## config.mk

```make
export PLATFORM = sky130hd
export DESIGN_NAME = button_event_fsm
export DESIGN_NICKNAME = d
export VERILOG_FILES = /design/src/rtl/button_event_fsm.sv
export SDC_FILE = /design/constraint.sdc
export NUM_CORES = 1
export LEC_CHECK = 0
export CAP_MARGIN = 20
export CORE_ASPECT_RATIO = 1.5
export CORE_MARGIN = 2
export CORE_UTILIZATION = 53
export CTS_BUF_LIST = sky130_fd_sc_hd__clkbuf_16
export DETAILED_ROUTE_END_ITERATION = 10
export PLACE_DENSITY = 0.82
export SLEW_MARGIN = 20
export SYNTH_ARGS = -nofsm -noshare
export SYNTH_HDL_FRONTEND = slang
export SYNTH_SLANG_ARGS = --single-unit
```

## constraint.sdc

```tcl
create_clock -name i_Clk -period 2.6 [get_ports i_Clk]
set_clock_uncertainty 0.1 [all_clocks]
set_input_delay 0.39 -clock i_Clk [delete_from_list [all_inputs] [get_ports i_Clk]]
set_output_delay 0.39 -clock i_Clk [all_outputs]
set_load 0.05 [all_outputs]
```

## src/rtl/button_event_fsm.sv

```systemverilog
// button_event_fsm
// Turns one debounced, clock-synchronous button level into registered
// single-cycle event strobes: press, release, short press, long press and
// auto-repeat while held. One instance per button.

module button_event_fsm #(
  parameter logic ACTIVE_LEVEL     = 1'b1,
  parameter int   LONG_PRESS_LIMIT = 25000000,
  parameter int   REPEAT_LIMIT     = 6250000,
  parameter logic REPEAT_EN        = 1'b1
) (
  input  logic i_Clk,
  input  logic i_Rst_L,
  input  logic i_Switch,
  output logic o_Pressed,
  output logic o_Press_Pulse,
  output logic o_Release_Pulse,
  output logic o_Short_Pulse,
  output logic o_Long_Pulse,
  output logic o_Repeat_Pulse
);

  // One shared counter times both the long-press hold and the repeat period,
  // so it is sized for the larger of the two limits.
  localparam int MAX_LIMIT = (LONG_PRESS_LIMIT > REPEAT_LIMIT) ? LONG_PRESS_LIMIT : REPEAT_LIMIT;
  localparam int CNT_W     = $clog2(MAX_LIMIT + 1);

  localparam logic [CNT_W-1:0] LONG_LAST   = CNT_W'(LONG_PRESS_LIMIT - 1);
  localparam logic [CNT_W-1:0] REPEAT_LAST = CNT_W'(REPEAT_LIMIT - 1);

  typedef enum logic [1:0] {
    ST_IDLE    = 2'b00,
    ST_PRESSED = 2'b01,
    ST_HELD    = 2'b10
  } state_t;

  state_t           state_reg;
  state_t           state_next;
  logic [CNT_W-1:0] count_reg;
  logic [CNT_W-1:0] count_next;
  logic             pressed_next;
  logic             press_next;
  logic             release_next;
  logic             short_next;
  logic             long_next;
  logic             repeat_next;
  logic             act;

  assign act = (i_Switch == ACTIVE_LEVEL);

  // Next-state, counter and strobe decode; strobes default low every cycle.
  always_comb begin
    state_next   = state_reg;
    count_next   = count_reg;
    press_next   = 1'b0;
    release_next = 1'b0;
    short_next   = 1'b0;
    long_next    = 1'b0;
    repeat_next  = 1'b0;

    case (state_reg)
      ST_IDLE: begin
        count_next = '0;
        if (act) begin
          state_next = ST_PRESSED;
          press_next = 1'b1;
        end
      end

      ST_PRESSED: begin
        // Release takes priority over reaching the long-press point.
        if (!act) begin
          state_next   = ST_IDLE;
          count_next   = '0;
          release_next = 1'b1;
          short_next   = 1'b1;
        end else if (count_reg == LONG_LAST) begin
          state_next = ST_HELD;
          count_next = '0;
          long_next  = 1'b1;
        end else begin
          count_next = count_reg + 1'b1;
        end
      end

      ST_HELD: begin
        // Release takes priority over a repeat tick; no short strobe here.
        if (!act) begin
          state_next   = ST_IDLE;
          count_next   = '0;
          release_next = 1'b1;
        end else if (count_reg == REPEAT_LAST) begin
          count_next  = '0;
          repeat_next = REPEAT_EN;
        end else begin
          count_next = count_reg + 1'b1;
        end
      end

      default: begin
        // Unused encoding: fall back to IDLE quietly.
        state_next = ST_IDLE;
        count_next = '0;
      end
    endcase

    pressed_next = (state_next == ST_PRESSED) || (state_next == ST_HELD);
  end

  // State, counter and registered outputs; reset clears everything at once.
  always_ff @(posedge i_Clk or negedge i_Rst_L) begin
    if (!i_Rst_L) begin
      state_reg       <= ST_IDLE;
      count_reg       <= '0;
      o_Pressed       <= 1'b0;
      o_Press_Pulse   <= 1'b0;
      o_Release_Pulse <= 1'b0;
      o_Short_Pulse   <= 1'b0;
      o_Long_Pulse    <= 1'b0;
      o_Repeat_Pulse  <= 1'b0;
    end else begin
      state_reg       <= state_next;
      count_reg       <= count_next;
      o_Pressed       <= pressed_next;
      o_Press_Pulse   <= press_next;
      o_Release_Pulse <= release_next;
      o_Short_Pulse   <= short_next;
      o_Long_Pulse    <= long_next;
      o_Repeat_Pulse  <= repeat_next;
    end
  end

endmodule

```

==> results.md <==
* Initial Utilization at between 50% and 60%
* Grt ovf at 0
* Detailed Routing Iterations Pass 1 at 4
* EDFF count, synth at 0
* Post-layout min period at 2.45 ns
* Net Sw Frac at a little under 30%
* Buffers on Ports at 8
* Final non-filler cell total at 230
* Drt total wl at approximately 3200 um
* Via density at 5.59
* Buf+Inv Stages, Crit Path at 1
* Critical-path top delay cell: or4_4
* GRT Max-Usage Layer: met2
* Die Ht at 73.1 um
* Vias in the first global route at 1330
* Net switching power at 409 uW
* Diode count at 0
* Tightest Hold Check Type: register to register
* Hold_buf cts at 0
* Setup bufs post-CTS at 0
* Synth Cell Area at approximately 1700 um2
* Gate power share at 22.3%
* Met1 Use GR at 20.4%
* Worst skew pair latency at 0.27 ns
* Vias at 1285
* Critical path cell sequence: or4b_1, or4_4, o31ai_1, a21o_2, buf_12, nor2_1
* Residual DRC at 0
* CTS clk-pin slew, worst paths at 0.05 ns
* Peak supply drop at 544 uV
* Lkg Pwr at 0.000848 uW
* Filler cells at 230
* Largest net degree at the start of global routing at 34
* Area growth syn-to-layout at 18.3%
* Crit-path max cell delay at 0.58 ns
* Relative slew margins at 66.2%
* CP Max Fanout at 25
* #FFs+latches synth at 33
* CTS Root Cell: clkbuf_16
* Final-report hold violation count at 0
* Syn Inst Count at 171
* P_int at approximately 1000 uW
* FFs w/ async S/R, synth at between 90% and 100%
* Inst Count DP at 222
* Netlist cell types at 37
* FMAX at 409 MHz
* Status: completed
* CP Launch Type: register
* Crit Path Class: register to register
* Antenna violations before repair at 0
* Boundary Pins at 9
* GRT Resource Usage Total at 20.1%
* Syn Area/Cell at 9.87 um2
* Gpl congestion at 0.816
* Area occupied by multi-input gates at 800 um2
* Crit path DAT at 2.50 ns
* Yosys warns at 0
* Most frequent cells in the layout: 33 x nor2_1, 33 x dfrtp_1, 15 x xor2_1, 11 x nand3_1, 10 x nand2_1
* WL/cell at 14.0 um
* Met3 Use GR at approximately 6.6%
* RSZ-0062 raised after global routing: no
* First-pass GRT wire length at 5550 um
* H-tree levels at 2
* Seq. cell area at 826 um2
* Slew Limit Fails at 0
* Max FFs per register at 25
* CTS Sinks at 33
* Nets@finish at slightly below 200
* Share of layout cells above drive strength 1 at about 12%
* Period utilization at 94.1%
* Die W at 50.1 um
* Antenna-violating nets left at 0
* CTS tree: yes
* CP endpoint kind: register
* Total CTS buffers at 5
* Placeable Area at just over 3000 um2
* Clock Power Share at 37.5%
* Synth Net Count at 179
* CP delay by family, top: simple AND/OR/NAND/NOR gates
* CTS Buffer Depth at 2
* Max-cap violations at 0
* PD cells at slightly above 700 nW/um2
* Final-report setup violation count at 0
* Seq pwr share at 40.2%
* Iteration-0 DRC Markers at 32
* Seq/Total Area, Yosys at between 40% and 50%
* Full die area at 3660 um2
* Setup tns final at 0 ns
* Grt met2 use at 37.0%
* Worst path required time at about 2.7 ns
* Post-DP HPWL at between 2000 and 2500 um
* Worst Tran Pin Value at 0.506 ns
* Main synth FF type: dfrtp_1
* Row Count at 25
## cells by family (layout without fill, tap and decap cells)
group | count (synthesis) | in the layout | synth area share (%)
XOR/XNOR | 23 | 23 | 11.9
buffers and inverters | 13 | 32 | 3.93
AND/OR/NAND/NOR | 84 | 84 | 26.0
flip-flops | 33 | 33 | 48.9
AO/OA/AOI/OAI | 13 | 13 | 5.49
adder cells (fa/ha/maj) | 5 | 5 | 3.71
## Yosys cell counts (2+ instances only)
cell      instances  area share (%)
dfrtp_1          33              49
nor2_1           33             7.3
xor2_1           15             7.8
nand3_1          11             3.3
nand2_1          10             2.2
xnor2_1           8             4.2
inv_1             7             1.6
nand4_1           6             2.2
ha_1              5             3.7
nor4_1            4             1.5
and3_1            3             1.1
o21ai_0           3            0.89
a21oi_1           2            0.59
and4_1            2             1.0
buf_6             2             1.3
clkbuf_1          2            0.44
nand4b_1          2             1.0
nor2b_1           2            0.74
or4_1             2            0.89
or4b_1            2             1.2
## power by group through the flow
stage / sequential [uW] / clock (uW) / combinational, uW
floorplan: 653 / 0 / 149
global placement: 579 / 0 / 310
detailed placement: 580 / 0 / 316
CTS: 571 / 545 / 317
global route: 575 / 575 / 342
finish: 571 / 532 / 317
## per-layer routing
| layer | wire length [um] | share of wire, % | up-vias |
|---|---|---|---|
| met1 | 1260 | 39 | 620 |
| met3 | 136 | 4.2 | 9 |
| met2 | 1750 | 54 | 32 |
| met5 | 0 | 0 | - |
| li1 | - | - | 624 |
| met4 | 76 | 2.4 | 0 |
## layout make-up
class                           instances  area share, %
Clock buffer                            5           6.27
Clock inverter                          3          0.627
Inverter                                8           1.57
Multi-Input combinational cell        125           40.0
Sequential cell                        33           41.4
Tap cell                               40           2.51
Timing Repair Buffer                   16           7.64
## path summary, 6_finish.rpt
path                                        start                       to  cells after the start  slack (ns)
max                        count_reg[6]$_DFF_PN0_   count_reg[7]$_DFF_PN0_                      6        0.15
min reg2reg                count_reg[0]$_DFF_PN0_   count_reg[0]$_DFF_PN0_                      1        0.38
max reg2reg                count_reg[6]$_DFF_PN0_   count_reg[7]$_DFF_PN0_                      6        0.15
min in group asynchronous                 i_Rst_L   state_reg[1]$_DFF_PN0_                      2        0.41
min                        count_reg[0]$_DFF_PN0_   count_reg[0]$_DFF_PN0_                      1        0.38
max in group asynchronous                 i_Rst_L  o_Press_Pulse$_DFF_PN0_                      2        1.70
## through the flow
| step | cell area, um2 | util, % | worst slack (ns) | hold WS (ns) | power, uW |
|---|---|---|---|---|---|
| 3_5_place_dp | 1860 | 59.9 | 0.0999 | 0.376 | 896 |
| 4_1_cts | 1990 | 64.4 | 0.0854 | 0.383 | 1430 |
| 5_1_grt | 2000 | 64.5 | 0.0449 | 0.412 | 1490 |
| 2_1_floorplan | 1690 | - | 0.208 | -0.00559 | 802 |
| 3_3_place_gp | 1860 | 59.9 | 0.170 | 0.371 | 889 |
| 6_report | 2000 | 64.5 | 0.154 | 0.381 | 1420 |
## timing repair
action	CTS	global route
resized for setup	0	1
endpoints found under the setup margin	0	18
endpoints found under the hold margin	0	0
No activity file was read; power rests on OpenSTA's default activity.
